===== src/rtl/microsequencer.sv =====
`default_nettype none
// +-----------------------------------------------------------------------------+
// | Module      : microsequencer                                                |
// | Description : Micro-PC sequencer with two opcode dispatch tables, an        |
// |               illegal-opcode trap and a retired-instruction counter.        |
// | Revision    : 1.0  initial release                                          |
// +-----------------------------------------------------------------------------+
module microsequencer #(
  parameter int               UPC_W    = 4,
  parameter logic [UPC_W-1:0] TRAP_UPC = {UPC_W{1'b1}},
  parameter int               CNT_W    = 32,
  parameter bit               EXT_EN   = 1'b1
) (
  input  logic             clk,
  input  logic             reset,
  input  logic [6:0]       op,
  input  logic [1:0]       addr_ctl,
  input  logic             stall,
  output logic [UPC_W-1:0] upc,
  output logic             illegal,
  output logic [CNT_W-1:0] retired
);

  localparam logic [1:0] c_ctl_seq   = 2'b00;
  localparam logic [1:0] c_ctl_disp1 = 2'b01;
  localparam logic [1:0] c_ctl_disp2 = 2'b10;
  localparam logic [1:0] c_ctl_fetch = 2'b11;

  localparam logic [6:0] c_op_rtype  = 7'b0110011;
  localparam logic [6:0] c_op_itype  = 7'b0010011;
  localparam logic [6:0] c_op_jal    = 7'b1101111;
  localparam logic [6:0] c_op_branch = 7'b1100011;
  localparam logic [6:0] c_op_load   = 7'b0000011;
  localparam logic [6:0] c_op_store  = 7'b0100011;
  localparam logic [6:0] c_op_lui    = 7'b0110111;
  localparam logic [6:0] c_op_jalr   = 7'b1100111;
  localparam logic [6:0] c_op_auipc  = 7'b0010111;

  localparam logic [UPC_W-1:0] c_upc_zero   = '0;
  localparam logic [UPC_W-1:0] c_upc_one    = UPC_W'(1);
  localparam logic [UPC_W-1:0] c_upc_mem    = UPC_W'(2);
  localparam logic [UPC_W-1:0] c_upc_load   = UPC_W'(3);
  localparam logic [UPC_W-1:0] c_upc_store  = UPC_W'(5);
  localparam logic [UPC_W-1:0] c_upc_rtype  = UPC_W'(6);
  localparam logic [UPC_W-1:0] c_upc_itype  = UPC_W'(8);
  localparam logic [UPC_W-1:0] c_upc_jal    = UPC_W'(9);
  localparam logic [UPC_W-1:0] c_upc_branch = UPC_W'(10);
  localparam logic [UPC_W-1:0] c_upc_lui    = UPC_W'(11);
  localparam logic [UPC_W-1:0] c_upc_jalr   = UPC_W'(12);
  localparam logic [UPC_W-1:0] c_upc_auipc  = UPC_W'(13);

  localparam logic [CNT_W-1:0] c_cnt_one = CNT_W'(1);

  logic [UPC_W-1:0] r_upc;
  logic             r_illegal;
  logic [CNT_W-1:0] r_retired;

  logic [UPC_W-1:0] w_disp1;
  logic             w_disp1_ok;
  logic [UPC_W-1:0] w_disp2;
  logic             w_disp2_ok;
  logic [UPC_W-1:0] w_next;
  logic             w_fail;
  logic             w_retire;

  // Decode table: one micro-routine entry point per instruction class.
  always_comb begin
    w_disp1    = TRAP_UPC;
    w_disp1_ok = 1'b0;
    case (op)
      c_op_rtype:  begin w_disp1 = c_upc_rtype;  w_disp1_ok = 1'b1; end
      c_op_itype:  begin w_disp1 = c_upc_itype;  w_disp1_ok = 1'b1; end
      c_op_jal:    begin w_disp1 = c_upc_jal;    w_disp1_ok = 1'b1; end
      c_op_branch: begin w_disp1 = c_upc_branch; w_disp1_ok = 1'b1; end
      c_op_load,
      c_op_store:  begin w_disp1 = c_upc_mem;    w_disp1_ok = 1'b1; end
      c_op_lui:    if (EXT_EN) begin w_disp1 = c_upc_lui;   w_disp1_ok = 1'b1; end
      c_op_jalr:   if (EXT_EN) begin w_disp1 = c_upc_jalr;  w_disp1_ok = 1'b1; end
      c_op_auipc:  if (EXT_EN) begin w_disp1 = c_upc_auipc; w_disp1_ok = 1'b1; end
      default:     begin w_disp1 = TRAP_UPC;     w_disp1_ok = 1'b0; end
    endcase
  end

  // Memory-address table: splits the shared address micro-state into load/store.
  always_comb begin
    w_disp2    = TRAP_UPC;
    w_disp2_ok = 1'b0;
    case (op)
      c_op_load:  begin w_disp2 = c_upc_load;  w_disp2_ok = 1'b1; end
      c_op_store: begin w_disp2 = c_upc_store; w_disp2_ok = 1'b1; end
      default:    begin w_disp2 = TRAP_UPC;    w_disp2_ok = 1'b0; end
    endcase
  end

  always_comb begin
    w_next = c_upc_zero;
    w_fail = 1'b0;
    case (addr_ctl)
      c_ctl_seq:   w_next = r_upc + c_upc_one;
      c_ctl_disp1: begin w_next = w_disp1; w_fail = ~w_disp1_ok; end
      c_ctl_disp2: begin w_next = w_disp2; w_fail = ~w_disp2_ok; end
      c_ctl_fetch: w_next = c_upc_zero;
      default:     w_next = c_upc_zero;
    endcase
  end

  // Leaving the idle or trap state through fetch does not complete an instruction.
  assign w_retire = (addr_ctl == c_ctl_fetch) && (r_upc != c_upc_zero) && (r_upc != TRAP_UPC);

  always_ff @(posedge clk) begin
    if (reset) begin
      r_upc     <= c_upc_zero;
      r_illegal <= 1'b0;
      r_retired <= '0;
    end else if (stall) begin
      r_illegal <= 1'b0;
    end else begin
      r_upc     <= w_next;
      r_illegal <= w_fail;
      if (w_retire) begin
        r_retired <= r_retired + c_cnt_one;
      end
    end
  end

  assign upc     = r_upc;
  assign illegal = r_illegal & ~stall;
  assign retired = r_retired;

endmodule
`default_nettype wire


===== config.mk =====
export PLATFORM = sky130hd
export DESIGN_NAME = microsequencer
export DESIGN_NICKNAME = d
export VERILOG_FILES = /design/src/rtl/microsequencer.sv
export SDC_FILE = /design/constraint.sdc
export NUM_CORES = 1
export LEC_CHECK = 0
export CAP_MARGIN = 40
export CORE_MARGIN = 2
export CORE_UTILIZATION = 35
export DETAILED_ROUTE_END_ITERATION = 6
export PLACE_DENSITY = 0.66
export SYNTH_ARGS = -nofsm -noshare
export SYNTH_HDL_FRONTEND = slang
export SYNTH_SLANG_ARGS = --single-unit
export TNS_END_PERCENT = 1

===== constraint.sdc =====
create_clock -name clk -period 1.96 [get_ports clk]
set_input_delay 0.294 -clock clk [delete_from_list [all_inputs] [get_ports clk]]
set_output_delay 0.294 -clock clk [all_outputs]
set_load 0.02 [all_outputs]

==> flow_summary.toml, run 1 <==
[detailed_routing]
initialDrtViolationCount = 87
antenna_left = 0
drc = 0
avgRoutedWirePerCell_um = 12.6
vias = 2030
routed_wl_um = 4990
first_pass_iters = 5
via_per_inst = 5.11

[synth]
ys.flop_type = "dfxtp_1"
synth_cell_types = 43
netlist.area_leader.share_pct = 36.8
yosysMostFrequentCell = "dfxtp_1"
synthTopCellsByCount = "dfxtp_1, nor2_1, xor2_1, a21oi_1"
netlist_area_mm2 = 0.00201
synth_top_cell_by_area = "dfxtp_1"
yosysSeqAreaShare_pct = 36.8
yosys-top-cells-area = "dfxtp_1, xor2_1, nor2_1"
ys_warn_count = 0
synth-seq-cells = 37
syn-instance-count = 245
avgSynthCellArea_um2 = 8.22
synth_edf_count = 0
ys_async_sr_fraction_pct = 0
synthesis.nets = 264

[worst_setup_path]
timing.rr.start = "upc[0]$_SDFFE_PP0N_"
crit_family = "simple AND/OR/NAND/NOR gates"
arrival_ns = 2.14
end_kind = "flip-flop"
critical_path.max_fanout = 6
slowest_stage = "clkdlybuf4s50_1"
critical_path.startpoint = "addr_ctl[0]"
path_cells = "clkdlybuf4s50_1 > ha_1 > nor4bb_4 > buf_4 > nand3_4 > or4_1 > a21oi_1"
cp_num_buf_inv = 2
crit_path_start_kind = "input port"
crit_path_max_incr_delay_ns = 0.48
critPathKind = "in -> reg"
required_ns = 2.18

[power_and_ir_drop]
power_mw = 1.44
switching_share_pct = 24.6
seqPwrFrac_pct = 53.3
pwr-share-clk_pct = 34.0
p_per_area_mw_per_mm2 = 483
switchingPower_mw = 0.355
leakagePower_nw = 1.12
pwr-share-comb_pct = 12.7
power.internal_mw = 1.09
ir_worst_vdd_uv = 295

[timing]
slew_headroom_pct = 73.2
hold_viol_final = 0
setup_ws_ns = 0.0416
worst_slew_pin_slew_ns = 0.398
fin_crit_sh_pct = 97.9
fin_worst_skew_ns = 0.00348
final_max_slew_viol_count = 0
setup_viol = 0
clock.fmax_ghz = 0.521
min_period_ns = 1.92
rsz0062_at_grt = "true"

[placed_design]
io_buffers = 48
hpwl_um = 3650
gp_congestion = 0.880
place_inst = 390
pre_cts_slack_ns = -0.308

[worst_hold_path]
hold_class = "reg -> reg"
hp-start = "retired[31]$_SDFFE_PP0P_"

[clocking]
cts-htree-levels = 2
clk_pin_slew_ns = 0.07
cts_buffers = 5
cts_tree = "done"
cts_hold_buf = 0
cts_sinks = 37
clkLatencyLatePin_ns = 0.28
clockBufferDepth = 2
cts_root_buf = "clkbuf_8"

[global_routing]
grt_max_degree = 27
grt_pass1_vias = 1849
grt-ovfl-total = 0
antenna_found_initial = 0
grt_pass1_wl_um = 8290
track_usage_pct = 16.1

[final_layout]
area.growth.synth_to_final_pct = 48.2
postLayoutCoreUtil_pct = 53.9
final_nets = 345
instances_no_fill = 397
antenna_cells = 0
regArea_um2 = 748
drive_gt1_share_pct = 20.3
n_fill_cell = 534
multi_input_comb_area_mm2 = 0.00126

[die]
pin_count = 49
row_count = 27
die_x_um = 79.8
start_util_pct = 36.3
die_y_um = 79.8
dieArea_mm2 = 0.00637
design.core.area_mm2 = 0.00554

[job]
drv_cap = 0

[outcome]
status = "finished clean"
cell type report:
type | instances | share of cell area, %
sequential | 37 | 25.1
clock buffer | 5 | 2.31
tap | 72 | 3.02
inverter | 11 | 1.47
multi-input combinational | 185 | 42.3
timing repair buffer | 86 | 25.6
clock inverter | 1 | 0.168
final timing paths:
| kind | to | slack [ns] | cells past startpoint |
|---|---|---|---|
| worst min register to register | retired[31]$_SDFFE_PP0P_ | 0.50 | 2 |
| worst max register to register | retired[29]$_SDFFE_PP0P_ | 0.05 | 8 |
| worst max-delay path | retired[29]$_SDFFE_PP0P_ | 0.04 | 7 |
| worst min-delay path | retired[31]$_SDFFE_PP0P_ | 0.50 | 2 |
metal layers:
layer  up-vias  share of wire, %  GRT usage, %
met2        36                48          27.1
li1       1039                 -             -
met1       949                48          21.3
met3         6               4.0          3.39
met5         -                 0             0
met4         0              0.56          3.05
timing repair:
item | in CTS | in global routing
cloned | 0 | 0
endpoints found under the setup margin | 7 | 27
gates resized for setup | 1 | 16
pin swaps | 0 | 5
setup buffers | 0 | 1
power groups by stage:
| stage | logic [mW] | registers [mW] | clock network, mW |
|---|---|---|---|
| floorplan | 0.0703 | 0.794 | 0 |
| global placement | 0.172 | 0.784 | 0 |
| detailed placement | 0.174 | 0.784 | 0 |
| CTS | 0.175 | 0.766 | 0.506 |
| global route | 0.203 | 0.769 | 0.536 |
| finish | 0.184 | 0.769 | 0.490 |
through the flow:
step,area (um2),hold slack [ns],setup TNS [ns]
3_5_place_dp,2830,0.481,-4.73
2_1_floorplan,2020,0.512,-0.138
4_1_cts,2900,0.499,-0.384
6_report,2980,0.502,0
3_3_place_gp,2830,0.478,-4.07
5_1_grt,2980,0.523,-0.745
cell families after synthesis:
family	count (synthesis)	share of synthesized area, %
compound gates	43	12.4
xor+xnor	23	10.0
fa+ha+maj	7	4.35
buf+inv	23	4.72
flops	37	36.8
mux	1	0.497
simple gates	111	31.2
registers in the layout, summed over array words and instances (netlist names):
name and count:
r_illegal 1, upc 4, retired 32
worst min-delay path, stage by stage, from the launching register on:
cell	delay, ns
dfxtp_1	0.34
o31ai_2	0.07
a21oi_1	0.06
cell usage in the layout, fill, tap and decap left out, types with 5 or more instances in the layout:
cell type	netlist	layout
clkdlybuf4s50_1	0	47
buf_4	0	38
dfxtp_1	37	35
nor2_1	30	30
xor2_1	21	21
a21oi_1	18	16
nand4_1	15	15
nand3_1	15	14
nand2_1	12	12
o21ai_0	12	11
inv_1	11	9
ha_1	7	5
clkbuf_8	0	5
No activity file was read; power rests on OpenSTA's default activity.
==> run 2: changes to the inputs <==
- MAX_ROUTING_LAYER: default -> met4
==> run 2 against run 1 <==
  * Fmax hardly changed
  * Worst hold slack better by 0.0011 ns
  * Sequential share of layout area stayed put
  * Clock power hardly changed
  * Final cell count stayed put
  * Via count hardly changed
==> flow_summary.toml, run 2 (synthesized netlist as in run 1, its figures left out) <==
[outcome]
status = "finished clean"

[clocking]
clockBufferDepth = 2
clk_pin_slew_ns = 0.07
cts-htree-levels = 2
cts_tree = "done"
cts_sinks = 37
clkLatencyLatePin_ns = 0.28
cts_root_buf = "clkbuf_8"
cts_buffers = 5

[timing]
slew_headroom_pct = 73.2
fin_setup_tns_ns = 0
final_max_slew_viol_count = 0
setup_viol = 0
fin_crit_sh_pct = 97.8
worst_slew_pin_slew_ns = 0.398
clock.fmax_ghz = 0.522
min_period_ns = 1.92
fin_worst_skew_ns = 0.00445
rsz0062_at_grt = "true"
setup_ws_ns = 0.0425
hold_viol_final = 0

[die]
start_util_pct = 36.3
pin_count = 49
die_y_um = 79.8
row_count = 27
dieArea_mm2 = 0.00637
die_x_um = 79.8
design.core.area_mm2 = 0.00554

[placed_design]
gp_congestion = 0.895
io_buffers = 48
pre_cts_slack_ns = -0.308
hpwl_um = 3650

[final_layout]
area.growth.synth_to_final_pct = 48.2
drive_gt1_share_pct = 20.3
postLayoutCoreUtil_pct = 53.9
antenna_cells = 0
final_cell_mix = "clkdlybuf4s50_1, buf_4, dfxtp_1, nor2_1, xor2_1"
final_nets = 345
final_common_cell = "clkdlybuf4s50_1"
largest_reg_flops = 32

[job]
drv_cap = 0

[global_routing]
track_usage_pct = 16.5
grt_max_degree = 27
grt-ovfl-total = 0
grt_pass1_vias = 1848
grt_pass1_wl_um = 8290
antenna_found_initial = 0

[power_and_ir_drop]
pwr-share-clk_pct = 34.0
switchingPower_mw = 0.355
p_per_area_mw_per_mm2 = 483
switching_share_pct = 24.6
ir_worst_vdd_uv = 294
power.internal_mw = 1.09
pwr-share-comb_pct = 12.7
power_mw = 1.44
leakagePower_nw = 1.12
seqPwrFrac_pct = 53.3

[worst_setup_path]
reg2reg_depth = 10
critical_path.max_fanout = 6
critPathKind = "in -> reg"
end_kind = "flip-flop"
required_ns = 2.14
crit_path_start_kind = "input port"
arrival_ns = 2.09

[detailed_routing]
vias = 2031
drc = 0
initialDrtViolationCount = 102
routed_wl_um = 4990
first_pass_iters = 5
via_per_inst = 5.12
antenna_left = 0
avgRoutedWirePerCell_um = 12.6

[worst_hold_path]
hold_class = "reg -> reg"
worstHoldPathCells = 2
==> run 2: cell counts in the layout (fill, tap and decap cells not counted) <==
Identical to the previous run, type by type.
==> run 2: cell type report <==
cell class                      instances  area [um2]
Clock buffer                            5        68.8
Multi-Input combinational cell        185        1260
Fill cell                             534        2560
Inverter                               11        43.8
Tap cell                               72        90.1
Sequential cell                        37         748
Timing Repair Buffer                   86         764
Clock inverter                          1        5.00
==> run 2: through the flow <==
stage	instance area, um2	hold WS (ns)	instances
finish	2980	0.503	397
global route	2980	0.523	397
CTS	2900	0.499	396
detailed placement	2830	0.481	390
global placement	2830	0.478	390
floorplan	2020	0.512	245
==> run 2: what timing repair did <==
| item | in CTS | in global routing |
|---|---|---|
| resized for setup | 1 | 16 |
| endpoints found under the setup margin | 7 | 27 |
| hold endpoints to repair | 0 | 0 |
| pin swaps | 0 | 5 |
| buffers inserted | 0 | 1 |
| hold buffers | 0 | 0 |
==> run 2: power by group through the flow <==
stage | sequential [mW] | combinational, mW | clock, mW
2_1_floorplan | 0.794 | 0.0703 | 0
3_3_place_gp | 0.784 | 0.172 | 0
3_5_place_dp | 0.784 | 0.174 | 0
4_1_cts | 0.766 | 0.175 | 0.506
5_1_grt | 0.769 | 0.203 | 0.536
6_report | 0.769 | 0.184 | 0.490
==> run 2: critical path: stages <==
cell and delay (ns):
clkdlybuf4s50_1 0.48, ha_1 0.18, nor4bb_4 0.27, buf_4 0.19
nand3_4 0.09, buf_4 0.16, buf_4 0.13, o31ai_2 0.21
a21oi_1 0.09
==> run 2: path summary, 6_finish.rpt <==
kind                                                 end                      from  slack [ns]
worst max-delay path            retired[31]$_SDFFE_PP0P_               addr_ctl[0]        0.04
worst min-delay path            retired[31]$_SDFFE_PP0P_  retired[31]$_SDFFE_PP0P_        0.50
worst max register to register  retired[31]$_SDFFE_PP0P_       upc[0]$_SDFFE_PP0N_        0.05
worst min register to register  retired[31]$_SDFFE_PP0P_  retired[31]$_SDFFE_PP0P_        0.50
==> run 2: per-layer routing <==
layer	up-vias	GRT usage, %	routed length (um)
li1	1042	-	-
met5	-	-	0
met2	40	27.1	2390
met3	4	3.28	190
met1	945	21.4	2380
met4	0	3.05	19
==> run 3: changes to the inputs <==
- PLACE_DENSITY: 0.66 -> 0.64
- clock period: 1.96 -> 1.85 ns (I/O delays scaled with it)
==> run 3 against run 2 <==
  * The flow now finishes with violations (setup timing)
  * Via count rose by 3.2%
  * Critical path depth fell by 1
  * Clock skew rose by 0.0053 ns
  * Global-route usage rose by 0.85 points
  * Sequential power increased by 5.5%
  * Critical path type is now reg -> reg
  * Highest routed layer unchanged
==> flow_summary.toml, run 3 (synthesized netlist as in run 1, its figures left out) <==
[final_layout]
final_cell_mix = "clkdlybuf4s50_1, buf_4, dfxtp_1, nor2_1, xor2_1"
area.growth.synth_to_final_pct = 52.6
largest_reg_flops = 32
instances_no_fill = 408
n_fill_cell = 534
antenna_cells = 0
final_nets = 354
final_common_cell = "clkdlybuf4s50_1"
drive_gt1_share_pct = 21.7

[die]
die_y_um = 79.8
design.core.area_mm2 = 0.00554
row_count = 27
dieArea_mm2 = 0.00637
die_x_um = 79.8
pin_count = 49
start_util_pct = 36.3

[placed_design]
io_buffers = 48
pre_cts_slack_ns = -0.469
hpwl_um = 3810
gp_congestion = 0.878
place_inst = 395

[outcome]
violations = "setup timing"
status = "finished, violations left"

[clocking]
clkLatencyLatePin_ns = 0.30
cts_sinks = 37
clk_pin_slew_ns = 0.08
clockBufferDepth = 2
cts-htree-levels = 2
cts_tree = "done"
cts_buffers = 5
cts_root_buf = "clkbuf_8"

[global_routing]
use_met3_pct = 3.73
grt-ovfl-total = 0
track_usage_pct = 17.3
grt_max_degree = 23
grtUsageMet1_pct = 20.3
met2_usage_pct = 29.7
grt_pass1_vias = 1947
antenna_found_initial = 0
grt_pass1_wl_um = 8560
grt_busiest_layer = "met2"

[detailed_routing]
drc = 0
avgRoutedWirePerCell_um = 13.0
initialDrtViolationCount = 69
via_per_inst = 5.14
vias = 2096
first_pass_iters = 4
routed_wl_um = 5290
antenna_left = 0

[timing]
worst_slew_pin_slew_ns = 0.375
setup_ws_ns = -0.0817
final_max_slew_viol_count = 0
min_period_ns = 1.93
rsz0062_at_grt = "true"
slew_headroom_pct = 74.8
hold_viol_final = 0
fin_crit_sh_pct = 104
fin_worst_skew_ns = 0.00973
setup_viol = 5
clock.fmax_ghz = 0.518

[worst_setup_path]
path_cells = "inv_2 > ha_1 > nor3b_2 > nor4bb_4 > buf_6 > nand3_4 > or4_1 > a21oi_1"
crit_path_start_kind = "flip-flop"
crit_family = "simple AND/OR/NAND/NOR gates"
cp_num_buf_inv = 2
slowest_stage = "or4_1"
critical_path.max_fanout = 6
critPathKind = "reg -> reg"
crit_path_max_incr_delay_ns = 0.48
required_ns = 2.09
end_kind = "flip-flop"
arrival_ns = 2.17

[power_and_ir_drop]
leakagePower_nw = 1.18
p_per_area_mw_per_mm2 = 554
ir_worst_vdd_uv = 258

[job]
drv_cap = 0

[worst_hold_path]
hold_class = "reg -> reg"
==> run 3: changes by cell type in the layout (fill, tap and decap cells not counted), sizes merged <==
cell | before | now
buf | 38 | 46
clkbuf | 5 | 8
clkinv | 1 | 0
nand3 | 16 | 17
==> run 3: path summary, 6_finish.rpt <==
| path | slack (ns) | cells after the start | endpoint | start |
|---|---|---|---|---|
| min reg2reg | 0.50 | 2 | retired[31]$_SDFFE_PP0P_ | retired[31]$_SDFFE_PP0P_ |
| max | -0.08 | 8 | retired[31]$_SDFFE_PP0P_ | upc[0]$_SDFFE_PP0N_ |
| min | 0.50 | 2 | retired[31]$_SDFFE_PP0P_ | retired[31]$_SDFFE_PP0P_ |
| max reg2reg | -0.08 | 8 | retired[31]$_SDFFE_PP0P_ | upc[0]$_SDFFE_PP0N_ |
==> run 3: repair_timing <==
action | CTS | global route
hold buffers | 0 | 0
cloned | 0 | 1
resized for setup | 4 | 9
setup endpoints to repair | 26 | 29
pin swaps | 4 | 4
setup buffers | 1 | 3
==> run 3: tightest hold or removal path, cell delays in order (launching register included) <==
cell and delay, ns:
dfxtp_1 0.33, o31ai_1 0.06, a21oi_1 0.06
==> run 3: cell type report <==
type                    instances  area [um2]  share of cell area, %
clock buffers                   8         111                   3.63
multi-input cells             186        1250                   40.7
repair buffers                 94         832                   27.1
flip-flops and latches         37         748                   24.4
well taps                      72        90.1                   2.93
inverters                      11        41.3                   1.34
==> run 3: power breakdown <==
| group | switching (mW) | internal [mW] | total (mW) |
|---|---|---|---|
| Combinational | 0.0967 | 0.107 | 0.203 |
| Clock | 0.302 | 0.385 | 0.687 |
| Sequential | 0.00760 | 0.804 | 0.811 |
| Total | 0.406 | 1.30 | 1.70 |
==> run 3: metrics by stage <==
step	TNS (ns)	hold WS, ns	util, %	area, um2	total power, mW
floorplan	-1.81	0.496	-	2020	0.915
global placement	-7.91	0.478	51.8	2870	1.02
detailed placement	-8.93	0.491	51.8	2870	1.03
CTS	-0.680	0.503	54.2	3000	1.71
global route	-1.94	0.516	55.4	3070	1.77
finish	-0.262	0.503	55.4	3070	1.70
==> run 3: per-layer routing <==
| metal | vias up | share of wire, % |
|---|---|---|
| met5 | - | 0 |
| met4 | 0 | 1.3 |
| met3 | 8 | 3.2 |
| met2 | 45 | 50 |
| met1 | 981 | 45 |
| li1 | 1062 | - |
